`config.mk`:
```
export PLATFORM = sky130hd
export DESIGN_NAME = mem_arbiter
export DESIGN_NICKNAME = d
export VERILOG_FILES = /design/src/rtl/mem_arbiter.sv
export SDC_FILE = /design/constraint.sdc
export NUM_CORES = 1
export LEC_CHECK = 0
export BUFFER_PORTS_ARGS = -buffer_cell sky130_fd_sc_hd__clkbuf_2
export CORE_AREA = 2 2 359 361
export CTS_CLUSTER_SIZE = 25
export DETAILED_ROUTE_END_ITERATION = 8
export DIE_AREA = 0 0 361 363
export GPL_ROUTABILITY_DRIVEN = 0
export SLEW_MARGIN = 15
export SYNTH_ARGS = -nofsm -noshare
export SYNTH_HDL_FRONTEND = slang
export SYNTH_SLANG_ARGS = --single-unit
export TNS_END_PERCENT = 100
```
`constraint.sdc`:
```
create_clock -name clk -period 48.5 [get_ports clk]
set_input_delay 14.55 -clock clk [delete_from_list [all_inputs] [get_ports clk]]
set_output_delay 14.55 -clock clk [all_outputs]
set_load 0.05 [all_outputs]
```
`src/rtl/mem_arbiter.sv`:
```
// Two-port round-robin arbiter sharing one 128-bit line memory between icache and dcache.
// The grant is held for a whole memory transaction, followed by a one-cycle response turnaround.
module mem_arbiter #(
  parameter int ADDR_W = 28,
  parameter int DATA_W = 128,
  parameter int CNT_W  = 32
) (
  input  logic              clk,
  input  logic              proc_reset,
  input  logic              i_read,
  input  logic              i_write,
  input  logic [ADDR_W-1:0] i_addr,
  input  logic [DATA_W-1:0] i_wdata,
  output logic [DATA_W-1:0] i_rdata,
  output logic              i_ready,
  input  logic              d_read,
  input  logic              d_write,
  input  logic [ADDR_W-1:0] d_addr,
  input  logic [DATA_W-1:0] d_wdata,
  output logic [DATA_W-1:0] d_rdata,
  output logic              d_ready,
  output logic              mem_read,
  output logic              mem_write,
  output logic [ADDR_W-1:0] mem_addr,
  output logic [DATA_W-1:0] mem_wdata,
  input  logic [DATA_W-1:0] mem_rdata,
  input  logic              mem_ready,
  output logic              busy,
  output logic [CNT_W-1:0]  served_i,
  output logic [CNT_W-1:0]  served_d
);

  // state  | meaning
  // S_IDLE | arbitrate between pending requests
  // S_BUSY | memory transaction in flight, mem_* held
  // S_RESP | one-cycle ready pulse to the winner, no arbitration
  typedef enum logic [1:0] {S_IDLE, S_BUSY, S_RESP} state_t;

  state_t            r_state, w_state_nxt;
  logic              r_last_d, r_win_d;
  logic              r_mem_read, r_mem_write, r_busy;
  logic              r_i_ready, r_d_ready;
  logic [ADDR_W-1:0] r_mem_addr;
  logic [DATA_W-1:0] r_mem_wdata, r_i_rdata, r_d_rdata;
  logic [CNT_W-1:0]  r_served_i, r_served_d;

  logic w_i_req, w_d_req, w_pick_d, w_pick_wr;
  logic w_grant, w_done, w_resp;

  assign w_i_req = i_read | i_write;
  assign w_d_req = d_read | d_write;

  always_ff @(posedge clk or posedge proc_reset) begin
    if (proc_reset) r_state <= S_IDLE;
    else            r_state <= w_state_nxt;
  end

  always_comb begin
    w_state_nxt = r_state;
    case (r_state)
      S_IDLE:  if (w_i_req || w_d_req) w_state_nxt = S_BUSY;
      S_BUSY:  if (mem_ready)          w_state_nxt = S_RESP;
      S_RESP:                          w_state_nxt = S_IDLE;
      default:                         w_state_nxt = S_IDLE;
    endcase
  end

  // On a tie the port that did not win last time goes first.
  always_comb begin
    w_pick_d  = w_d_req & (~w_i_req | ~r_last_d);
    w_pick_wr = w_pick_d ? d_write : i_write;
    w_grant   = (r_state == S_IDLE) && (w_i_req || w_d_req);
    w_done    = (r_state == S_BUSY) && mem_ready;
    w_resp    = (r_state == S_RESP);
  end

  always_ff @(posedge clk or posedge proc_reset) begin
    if (proc_reset) begin
      r_last_d    <= 1'b0;
      r_win_d     <= 1'b0;
      r_mem_read  <= 1'b0;
      r_mem_write <= 1'b0;
      r_mem_addr  <= '0;
      r_mem_wdata <= '0;
      r_i_rdata   <= '0;
      r_d_rdata   <= '0;
      r_i_ready   <= 1'b0;
      r_d_ready   <= 1'b0;
      r_busy      <= 1'b0;
      r_served_i  <= '0;
      r_served_d  <= '0;
    end else begin
      r_busy <= (w_state_nxt != S_IDLE);
      if (w_grant) begin
        r_win_d     <= w_pick_d;
        r_last_d    <= w_pick_d;
        r_mem_addr  <= w_pick_d ? d_addr  : i_addr;
        r_mem_wdata <= w_pick_d ? d_wdata : i_wdata;
        r_mem_write <= w_pick_wr;
        r_mem_read  <= ~w_pick_wr;
      end
      if (w_done) begin
        r_mem_read  <= 1'b0;
        r_mem_write <= 1'b0;
        if (r_win_d) begin
          r_d_ready  <= 1'b1;
          r_served_d <= r_served_d + 1'b1;
          if (!r_mem_write) r_d_rdata <= mem_rdata;
        end else begin
          r_i_ready  <= 1'b1;
          r_served_i <= r_served_i + 1'b1;
          if (!r_mem_write) r_i_rdata <= mem_rdata;
        end
      end
      if (w_resp) begin
        r_i_ready <= 1'b0;
        r_d_ready <= 1'b0;
      end
    end
  end

  assign mem_read  = r_mem_read;
  assign mem_write = r_mem_write;
  assign mem_addr  = r_mem_addr;
  assign mem_wdata = r_mem_wdata;
  assign i_rdata   = r_i_rdata;
  assign d_rdata   = r_d_rdata;
  assign i_ready   = r_i_ready;
  assign d_ready   = r_d_ready;
  assign busy      = r_busy;
  assign served_i  = r_served_i;
  assign served_d  = r_served_d;

endmodule
```
---- After elaboration in Yosys (flattened, before gate mapping) ----
Cells that the tools add are included.
storage, ports and cells
  flip-flop bits (word level) ............. 484
  input port bits ......................... 447
cells by class
  add/subtract/negate cells ............... 2
  equality and inequality tests ........... 3
  multiplexer cells ....................... 16
  bitwise gates (word level) .............. 8
  reduce and logical (&&, ||, !) cells .... 14
operator list
  cell                   number
  $mux 128               1
  $add 32x1->32 const B  2
  $mux 28                1
  $mux 1                 11
  $reduce_and 2->1       4
  $reduce_bool 2->1      4
  $reduce_and 3->1       2
  $mux 2                 2
  $not 1->1              4
  $pmux 2 s2             1
  $or 1x1->1             3
  $eq 2x1->1 const B     1
  $eq 2x2->1 const B     1
  $logic_and 1x1->1      2
  $logic_not 2->1        1
  $ne 2x1->1 const B     1
  $and 1x1->1            1
  $logic_or 1x1->1       1

---- Longest topological paths before layout ----
Gate-level depths: netlist of the first run.
  word-level depth ........................ 8
  depth in mapped cells ................... 7

---- Least setup slack after synthesis of the first run ----
OpenSTA, ideal clock, no wires.
  path type ............................... input to register
  start point ............................. input mem_ready
  end point ............................... register r_i_rdata[0] (netlist: i_rdata[0])
  data arrival time ....................... 15.782 ns
  data required time ...................... 48.375 ns
  setup slack ............................. 32.593 ns
  stages .................................. 6
  path buffers ............................ 2
  cell sequence ........................... nand2_1 -> or2_2 -> nor3_1 -> buf_2 -> buf_4 -> mux2_2
between the ends
  cells in the longest elaborated chain, start to end .. 2
RTL lines
  what                        line  RTL
  start: declaration          27    input logic mem_ready,
  $logic_and 1x1->1           73    w_done = (r_state == S_BUSY) && mem_ready;
  $reduce_and 3->1 (no line)  -
  end signal: assignment      112   if (!r_mem_write) r_i_rdata <= mem_rdata;
  end: declaration            44    logic [DATA_W-1:0] r_mem_wdata, r_i_rdata, r_d_rdata;
Every way passes these cells.
A chain may end at the register's enable or synchronous reset.

---- Final worst setup path of the first run ----
  start point ............................. input i_read
  end point ............................... register r_mem_wdata[63] (netlist: mem_wdata[63])
between the ends
  cells in the longest elaborated chain, start to end .. 5
RTL lines
  what                    line  RTL
  start: declaration      10    input logic i_read,
  $or 1x1->1 (*)          50    assign w_i_req = i_read | i_write;
  $not 1->1               70    w_pick_d = w_d_req & (~w_i_req | ~r_last_d);
  $or 1x1->1              70
  $and 1x1->1             70
  $mux 128                98    r_mem_wdata <= w_pick_d ? d_wdata : i_wdata;
  end signal: assignment  98
  end: declaration        44
Mark *: on every way between the ends. The rest lies on a longest branch, timed or not.

==> results of run 1 <==
==> metal layers <==
metal	vias to the layer above	routed length (µm)	share of wire [%]
met5	-	278	0.33
met4	42	2500	2.9
met3	151	8560	10
met2	636	40100	47
met1	7574	34000	40
li1	7103	-	-
==> worst max path at each step <==
stage	to	slack (ps)	cells after the start
4_1_cts	mem_wdata[88]	30530	9
2_1_floorplan	busy	20440	1
5_1_grt	mem_wdata[60]	30290	9
3_3_place_gp	mem_wdata[72]	29950	9
6_report	mem_wdata[63]	30440	9
3_5_place_dp	mem_wdata[88]	29850	9
==> state kept, by name, indices dropped and copies added (netlist names) <==
| signal | count |
|---|---|
| mem_wdata | 128 |
| d_ready | 1 |
| i_rdata | 128 |
| d_rdata | 128 |
| mem_read | 1 |
| served_i | 32 |
| busy | 1 |
| mem_addr | 28 |
| i_ready | 1 |
| r_win_d | 1 |
| mem_write | 1 |
| served_d | 32 |
| r_state | 2 |
==> placed cells by master, fill, tap and decap left out, types with 2 or more instances in the layout <==
cell / n
sky130_fd_sc_hd__nand2b_1: 2
sky130_fd_sc_hd__clkbuf_8: 14
sky130_fd_sc_hd__and4_1: 8
sky130_fd_sc_hd__o21ai_0: 158
sky130_fd_sc_hd__nand4_1: 13
sky130_fd_sc_hd__nor2_1: 15
sky130_fd_sc_hd__nor4_4: 3
sky130_fd_sc_hd__ha_1: 2
sky130_fd_sc_hd__nor3_1: 8
sky130_fd_sc_hd__clkbuf_16: 55
sky130_fd_sc_hd__inv_1: 5
sky130_fd_sc_hd__nor3_2: 2
sky130_fd_sc_hd__nand3_1: 23
sky130_fd_sc_hd__and3_1: 6
sky130_fd_sc_hd__clkbuf_2: 927
sky130_fd_sc_hd__buf_4: 15
sky130_fd_sc_hd__xnor2_1: 43
sky130_fd_sc_hd__nand2_1: 199
sky130_fd_sc_hd__clkbuf_1: 14
sky130_fd_sc_hd__clkinv_2: 5
sky130_fd_sc_hd__or2_2: 2
sky130_fd_sc_hd__a21oi_1: 2
sky130_fd_sc_hd__dfrtp_1: 484
sky130_fd_sc_hd__and2_1: 2
sky130_fd_sc_hd__xor2_1: 19
sky130_fd_sc_hd__mux2i_1: 156
sky130_fd_sc_hd__mux2_2: 257
sky130_fd_sc_hd__bufinv_16: 6
sky130_fd_sc_hd__inv_6: 2
==> worst max-delay path, delay by kind of cell <==
family | cells | cell delay (ps)
compound gates | 2 | 720
buf+inv | 5 | 2480
simple gates | 1 | 290
mux | 1 | 260
==> power groups by stage <==
| stage | clock network [mW] | logic, mW | registers [mW] |
|---|---|---|---|
| finish | 0.432 | 1.25 | 0.696 |
| global route | 0.462 | 1.31 | 0.719 |
| global placement | 0 | 1.25 | 0.697 |
| CTS | 0.446 | 1.27 | 0.697 |
| floorplan | 0 | 0.287 | 1.30 |
| detailed placement | 0 | 1.26 | 0.703 |
==> through the flow <==
step	instances	power, mW
floorplan	1510	1.59
global placement	4032	1.95
detailed placement	4032	1.97
CTS	4129	2.41
global route	4129	2.49
finish	4130	2.38
==> logic make-up (layout without fill, tap and decap cells) <==
family	Yosys count	in the layout	synth area share, %
multiplexers	413	413	22.5
XOR/XNOR	62	62	2.74
other	0	1	0
flip-flops	484	484	61.2
adder cells (fa/ha/maj)	2	2	0.126
buffers and inverters	89	1046	2.15
AO/OA/AOI/OAI	164	164	4.19
AND/OR/NAND/NOR	296	296	7.12
==> final cells by class <==
class	count	area, µm²
antenna	1	2.50
clock buffer	83	1620
clock inverter	14	230
fill	13700	98900
inverter	6	30.0
multi-input combinational	937	7290
sequential	484	12100
tap	1662	2080
timing repair buffer	943	4770
==> results summary, run 1 <==
The post-cts hold buffer count came out at 0. The global routing met2 resource utilization came out at 20.4%. Traced cell by cell, the critical path runs through clkbuf_2 -> nor2_1 -> inv_1 -> a21oi_4 -> buf_4 -> buf_4 -> buf_4 -> mux2i_1 -> o21ai_0. The worst-case hold slack is 476 ps. In this run the power spent charging and discharging nets is 1.24 mW. The worst slew margin relative to its limit is 25.0%.

The initial standard-cell utilization of the core came out at 15.6%. In this run the critical register-to-register path is captured at mem_wdata[63]. The number of endpoints failing setup at the final stage is 0.

The min-delay analysis places its worst path in the category register to register. The part of the power in the clock network is 18.2%. The clock-pin slew on the worst setup and hold paths is 60 ps.

The placement row count is 131. In this run the horizontal extent of the chip is 361 µm. The worst setup path is captured at a register.

After detailed routing, the number of remaining DRC violations is 0. The longest individual stage delay on the worst path is 920 ps. The critical path starts at i_read. The cell with the biggest individual delay on the critical path is sky130_fd_sc_hd__buf_4.

The worst setup path is of the input port to register kind. The total wirelength of the detailed-routed design is 85,400 µm. The cell count after synthesis is 1,510. The async set-reset flop share out of synthesis came out at 100%. The count of input and output buffers came out at 927.

The total count of hold-check failures in the final report came to 0. At the pin with the least slew margin, the transition time is 1130 ps. The I/O pin total is 928. The biggest fanout along the worst timing path came out at 62.

The power density relative to cell area came out at 84.4 nW/µm². The area of the die is 131,000 µm². The leakage power is 13.9 nW.

For this run, the number of Yosys warnings is 0. The height of the die is 363 µm. The final net count is 2,874. The flow ran to the end, and the final reports show no timing, DRC or antenna violations. The synthesized cell area came out at 19,800 µm². The overall track demand over capacity in global routing is 12.4%.

The post-route setup TNS is 0 ps. The H-tree generated during clock tree synthesis spans 2 levels. The synthesized netlist contains 40 unique library cells. The global routing stage identified its most utilized layer as met2. The arrival time at the worst endpoint came out at 18,510 ps. The minimum setup slack in the final design is 30,440 ps. The number of global-route vias before repair came to 15,500.

The internal portion of the total power is 1.14 mW. Summed over all nets, the half-perimeter wirelength after detailed placement is 70,600 µm. The worst reg-to-reg setup slack came out at 44,310 ps.

The predominant post-synthesis flop cell is sky130_fd_sc_hd__dfrtp_1. The cell that appears most often on the critical path is sky130_fd_sc_hd__buf_4. The highest clock rate is 0.0554 GHz. The share of the synthesized area in the top cell type came out at 61.2%.

The most frequent cell after synthesis is sky130_fd_sc_hd__dfrtp_1. The instance area at placement is 26,300 µm². Ranked by total cell area, the synthesized netlist is headed by sky130_fd_sc_hd__dfrtp_1 (61%), sky130_fd_sc_hd__mux2_2 (15%), sky130_fd_sc_hd__mux2i_1 (7.9%). The global-route met3 utilization came out at 5.40%. After synthesis the netlist holds a flip-flop and latch count of 484. The finished cells cover 28,100 µm². In the routed layout, each cell is associated on average with a via count of 3.75. The end of the worst hold path is mem_addr[6]. The number of antenna violations at the first check in global routing is 36. The worst slack at placement came out at 29,850 ps. Counting along the longest clock path gives a buffer depth of 3. Setup repair after global routing left no endpoint under its margin. The number of nets still failing antenna checks after routing came out at 0. The max-slew violation count was 0.

The worst clock skew on the final layout is 30.1 ps. The root cell of the clock tree is sky130_fd_sc_hd__clkbuf_16. The TritonCTS clock tree is yes. Yosys mapped a number of flops with a built-in enable equal to 0.

For the worst flop-to-flop path, the logic depth is 6. The post-CTS setup buffer count came out at 0. Combinational cells account for 52.6% of the total power. The share of total power consumed by net switching came out at 52.1%. The highest ir drop seen on vdd is 46.9 µV. Gates resized during post-CTS repair numbered 0. The global-route met1 utilization is 14.7%. Across the run, the number of max-cap violations was 0.

The fraction of final layout cells sized beyond drive strength 1 is 52.7%. The average routed wire per standard cell is 20.7 µm. The number of nets handed over by synthesis was 1,959. The time the final worst path needs with I/O delays and setup came out at 18,060 ps. The TritonCTS sink count came out at 484. The DRC marker count from the first detailed-route iteration is 938. The total congestion overflow after global routing is 0. After layout, the worst path uses 37.2% of the clock period. TritonCTS created 53 clock buffers.

The area of the core came out at 127,000 µm². After synthesis, the most frequently instantiated cells are sky130_fd_sc_hd__dfrtp_1 (484), sky130_fd_sc_hd__mux2_2 (257), sky130_fd_sc_hd__nand2_1 (199). The wire length of the first global-routing pass is 117,000 µm. The layout overhead on the synthesized area came out at 42.1%. Cells fill 22.2% of the core in the end. The post-synthesis sequential area ratio came out at 61.2%.

The critical hold path startpoint is mem_addr[6]. The clock network latency to the later pin of the worst-skew pair is 630 ps. After synthesis, the mean cell area works out to 13.1 µm².

The total number of vias came out at 15,500. The reg-to-reg critical path startpoint is r_win_d. The register share of total power is 29.3%. The cell type contributing the most total cell area after synthesis is sky130_fd_sc_hd__dfrtp_1. The startpoint type of the worst setup path is an input port.

The worst hold path passes through 2 cells. The maximum number of pins on one net before global-route repair came out at 162. The required time of the worst setup path is 48,950 ps.

The count of TritonRoute iterations in the first routing pass is 5.
No activity file was read; power rests on OpenSTA's default activity.
==> inputs of run 2 (changes only) <==
--- a/config.mk
+++ b/config.mk
@@ -6,10 +6,10 @@
 export NUM_CORES = 1
 export LEC_CHECK = 0
 export BUFFER_PORTS_ARGS = -buffer_cell sky130_fd_sc_hd__clkbuf_2
-export CORE_AREA = 2 2 359 361
+export CORE_AREA = 2 2 363 365
 export CTS_CLUSTER_SIZE = 25
 export DETAILED_ROUTE_END_ITERATION = 8
-export DIE_AREA = 0 0 361 363
+export DIE_AREA = 0 0 365 367
 export GPL_ROUTABILITY_DRIVEN = 0
 export SLEW_MARGIN = 15
 export SYNTH_ARGS = -nofsm -noshare
==> constraint.sdc (replaced) <==
create_clock -name clk -period 17.3 [get_ports clk]
set_input_delay 5.19 -clock clk [delete_from_list [all_inputs] [get_ports clk]]
set_output_delay 5.19 -clock clk [all_outputs]
set_load 0.05 [all_outputs]
==> results summary, run 2 (same netlist as run 1, synthesis figures left out) <==
The total CTS buffers came to 55 (was 53). The worst-case hold slack was 477 ps (was 476 ps). The total number of vias came out at 15,500 (about the same).

The routed length on met2 was 38,600 µm (was 40,100 µm). The initial standard-cell utilization of the core was 15.2% (was 15.6%). The length of routed met3 wiring came out at 8120 µm (was 8560 µm).

The number of stages on the worst hold path is 2 (unchanged). The worst clock skew on the final layout came out at 21.2 ps (was 30.1 ps). The critical hold path startpoint is mem_addr[10] (was mem_addr[6]). The worst slew margin relative to its limit came out at 29.1% (was 25.0%). The clock-pin slew on the worst setup and hold paths came out at 60 ps (about the same). The wire length of the first global-routing pass is 115,000 µm (was 117,000 µm). The number of standard cells in the final layout excluding fillers is 4,231 (was 4,130). The post-cts resize count is 0 (unchanged). The number of global-route vias before repair came out at 15,600 (was 15,500).

The fraction of the cycle the final worst path needs came out at 48.6%. The maximum number of pins on one net before global-route repair came out at 215 (was 162). The area of the core came out at 130,000 µm² (was 127,000 µm²). The clock network latency to the later pin of the worst-skew pair is 630 ps (about the same). The highest clock rate is 0.119 GHz. The end of the worst hold path is mem_addr[10] (was mem_addr[6]).

Status: complete, no violations (unchanged). The height of the die is 367 µm (was 363 µm). The power density relative to cell area came to 235 nW/µm² (was 84.4 nW/µm²). The post-route standard cell area excluding fillers was 28,300 µm² (was 28,100 µm²).

The I/O pin total came out at 928 (unchanged). The layout overhead on the synthesized area is 43.0% (was 42.1%). The required time of the worst setup path came out at 17,750 ps (was 48,950 ps).

The post-cts hold buffer count is 0 (unchanged). The count of buffering cells on the critical path with inverters included came out at 6 (was 5). The highest ir drop seen on vdd is 139 µV (was 46.9 µV). The worst slack at placement was 8330 ps (was 29,850 ps). The number of antenna violations at the first check in global routing is 29 (was 36). The wire length on met1 is 33,900 µm (was 34,000 µm).

The total wirelength of the detailed-routed design is 83,000 µm (was 85,400 µm). The max-slew violation count came out at 0 (unchanged). The post-CTS setup buffer count is 0 (unchanged).

The time the final worst path needs with I/O delays and setup came out at 8400 ps. The leakage power came out at 14.0 nW (was 13.9 nW). The total count of hold-check failures in the final report is 0 (unchanged). The half-perimeter wire length of the detailed placement result is 68,100 µm (was 70,600 µm). The logic depth of the worst register-to-register path came to 7 (was 6). The biggest fanout along the worst timing path came to 56 (was 62). The count of maximum capacitance violations came out at 0 (unchanged). The most frequent standard cell in the layout excluding fill and tap cells is sky130_fd_sc_hd__clkbuf_2 (unchanged). The cell with the biggest individual delay on the critical path is sky130_fd_sc_hd__buf_4 (unchanged). The DRC marker count from the first detailed-route iteration came out at 720 (was 938). The root cell of the clock tree is sky130_fd_sc_hd__clkbuf_16 (unchanged). The placement row count came out at 133 (was 131). The endpoint kind of the worst setup timing path is a register (unchanged). The minimum setup slack in the final design came out at 8900 ps (was 30,440 ps). The remaining routing DRC violations came to 0 (unchanged). The fraction of final layout cells sized beyond drive strength 1 came to 53.2% (was 52.7%).

The reg-to-reg critical path startpoint is r_win_d (unchanged). The width of the die came out at 365 µm (was 361 µm). The post-route setup TNS came out at 0 ps (unchanged). The number of buffers on the longest clock path is 3 (unchanged). List of cells traversed by the critical path: clkbuf_2 -> nor2_1 -> inv_1 -> a21oi_4 -> buf_4 -> buf_4 -> buf_4 -> buf_4 -> mux2i_1 -> o21ai_0 (was clkbuf_2 -> nor2_1 -> inv_1 -> a21oi_4 -> buf_4 -> buf_4 -> buf_4 -> mux2i_1 -> o21ai_0). The final core utilization is 21.7% (was 22.2%). The number of H-tree levels came out at 2 (unchanged). The overall track demand over capacity in global routing was 11.9% (was 12.4%). The most common cell type on the critical path is sky130_fd_sc_hd__buf_4 (unchanged). The count of TritonRoute iterations in the first routing pass came to 4 (was 5). The path class of the lowest-slack min-delay path was register to register (unchanged). The top cell family by delay on the critical path is buffers and inverters (unchanged). Most frequent cells in the layout: sky130_fd_sc_hd__clkbuf_2 (927), sky130_fd_sc_hd__dfrtp_1 (484), sky130_fd_sc_hd__mux2_2 (257), sky130_fd_sc_hd__nand2_1 (199), sky130_fd_sc_hd__o21ai_0 (158) (unchanged). The instance area at placement came out at 26,400 µm² (was 26,300 µm²). The highest signal layer in the routed design is met5 (unchanged). The number of nets still failing antenna checks after routing came out at 0 (unchanged). The area of the die is 134,000 µm² (was 131,000 µm²).

The power after layout came to 6.64 mW (was 2.38 mW). The TritonCTS sink count is 484 (unchanged). The number of vias per cell came out at 3.65 (was 3.75). The worst reg-to-reg setup slack is 13,370 ps (was 44,310 ps). RSZ-0062 raised after global routing: false (unchanged). The longest individual stage delay on the worst path is 850 ps (was 920 ps). The endpoint of the worst-slack reg-to-reg timing path was mem_wdata[95] (was mem_wdata[63]).

The total congestion overflow after global routing came out at 0 (unchanged). The startpoint type of the worst setup path is an input port (unchanged). The final net count is 2,876 (was 2,874). The transition time at the pin with the least slew margin came out at 1060 ps (was 1130 ps). The TritonCTS clock tree is yes (unchanged).

The number of endpoints failing setup at the final stage was 0 (unchanged). The average routed wire per standard cell came out at 19.6 µm (was 20.7 µm). The count of input and output buffers came out at 927 (unchanged).

The critical setup path kind is input port to register (unchanged). The placed instance count is 4,125 (was 4,032). The arrival time at the worst endpoint is 8850 ps (was 18,510 ps).
-- run 2: cell count changes in the layout (fill, tap and decap cells not counted) --
cell,change
sky130_fd_sc_hd__clkbuf_1,-9
sky130_fd_sc_hd__clkinvlp_4,+3
sky130_fd_sc_hd__clkbuf_8,-4
sky130_fd_sc_hd__buf_4,-2
sky130_fd_sc_hd__clkbuf_16,+1
sky130_fd_sc_hd__diode_2,+2
sky130_fd_sc_hd__inv_6,+1
sky130_fd_sc_hd__inv_8,-1
sky130_fd_sc_hd__clkinv_2,+9
sky130_fd_sc_hd__clkinv_4,+7
sky130_fd_sc_hd__buf_12,+2
sky130_fd_sc_hd__clkinv_8,+1
sky130_fd_sc_hd__bufinv_16,-2
-- run 2: area by class of cell --
| class | instances | area (µm²) |
|---|---|---|
| clock buffers | 71 | 1560 |
| multi-input cells | 937 | 7290 |
| diodes | 3 | 7.51 |
| inverters | 6 | 26.3 |
| clock inverters | 32 | 317 |
| repair buffers | 943 | 4800 |
| well taps | 1755 | 2200 |
| flip-flops and latches | 484 | 12100 |
| fillers | 14300 | 102000 |
-- run 2: how the worst max path moves through the flow --
stage,start,to,depth (start not counted)
after floorplan,proc_reset,busy,1
after global placement,i_read,mem_wdata[60],10
after detailed placement,i_write,mem_wdata[54],10
after CTS,i_write,mem_wdata[95],10
after global routing,i_read,mem_wdata[53],10
final,i_read,mem_wdata[95],10
-- run 2: metal layers --
metal	GRT usage (%)	vias up
met5	0	-
li1	-	7121
met1	14.6	7588
met4	3.58	30
met2	19.3	596
met3	4.63	123
-- run 2: worst reg2reg max path, delay by kind of cell (launching register included) --
kind / cells / cell delay (ps)
AO/OA/AOI/OAI: 2 / 260
buffers and inverters: 4 / 2650
flip-flops: 1 / 510
multiplexers: 1 / 360
-- run 2: report_power, final --
| part | switching [mW] | internal, mW | total [mW] |
|---|---|---|---|
| Clock | 0.506 | 0.699 | 1.21 |
| Sequential | 0.322 | 1.64 | 1.96 |
| Combinational | 2.65 | 0.819 | 3.47 |
| Total | 3.48 | 3.16 | 6.64 |
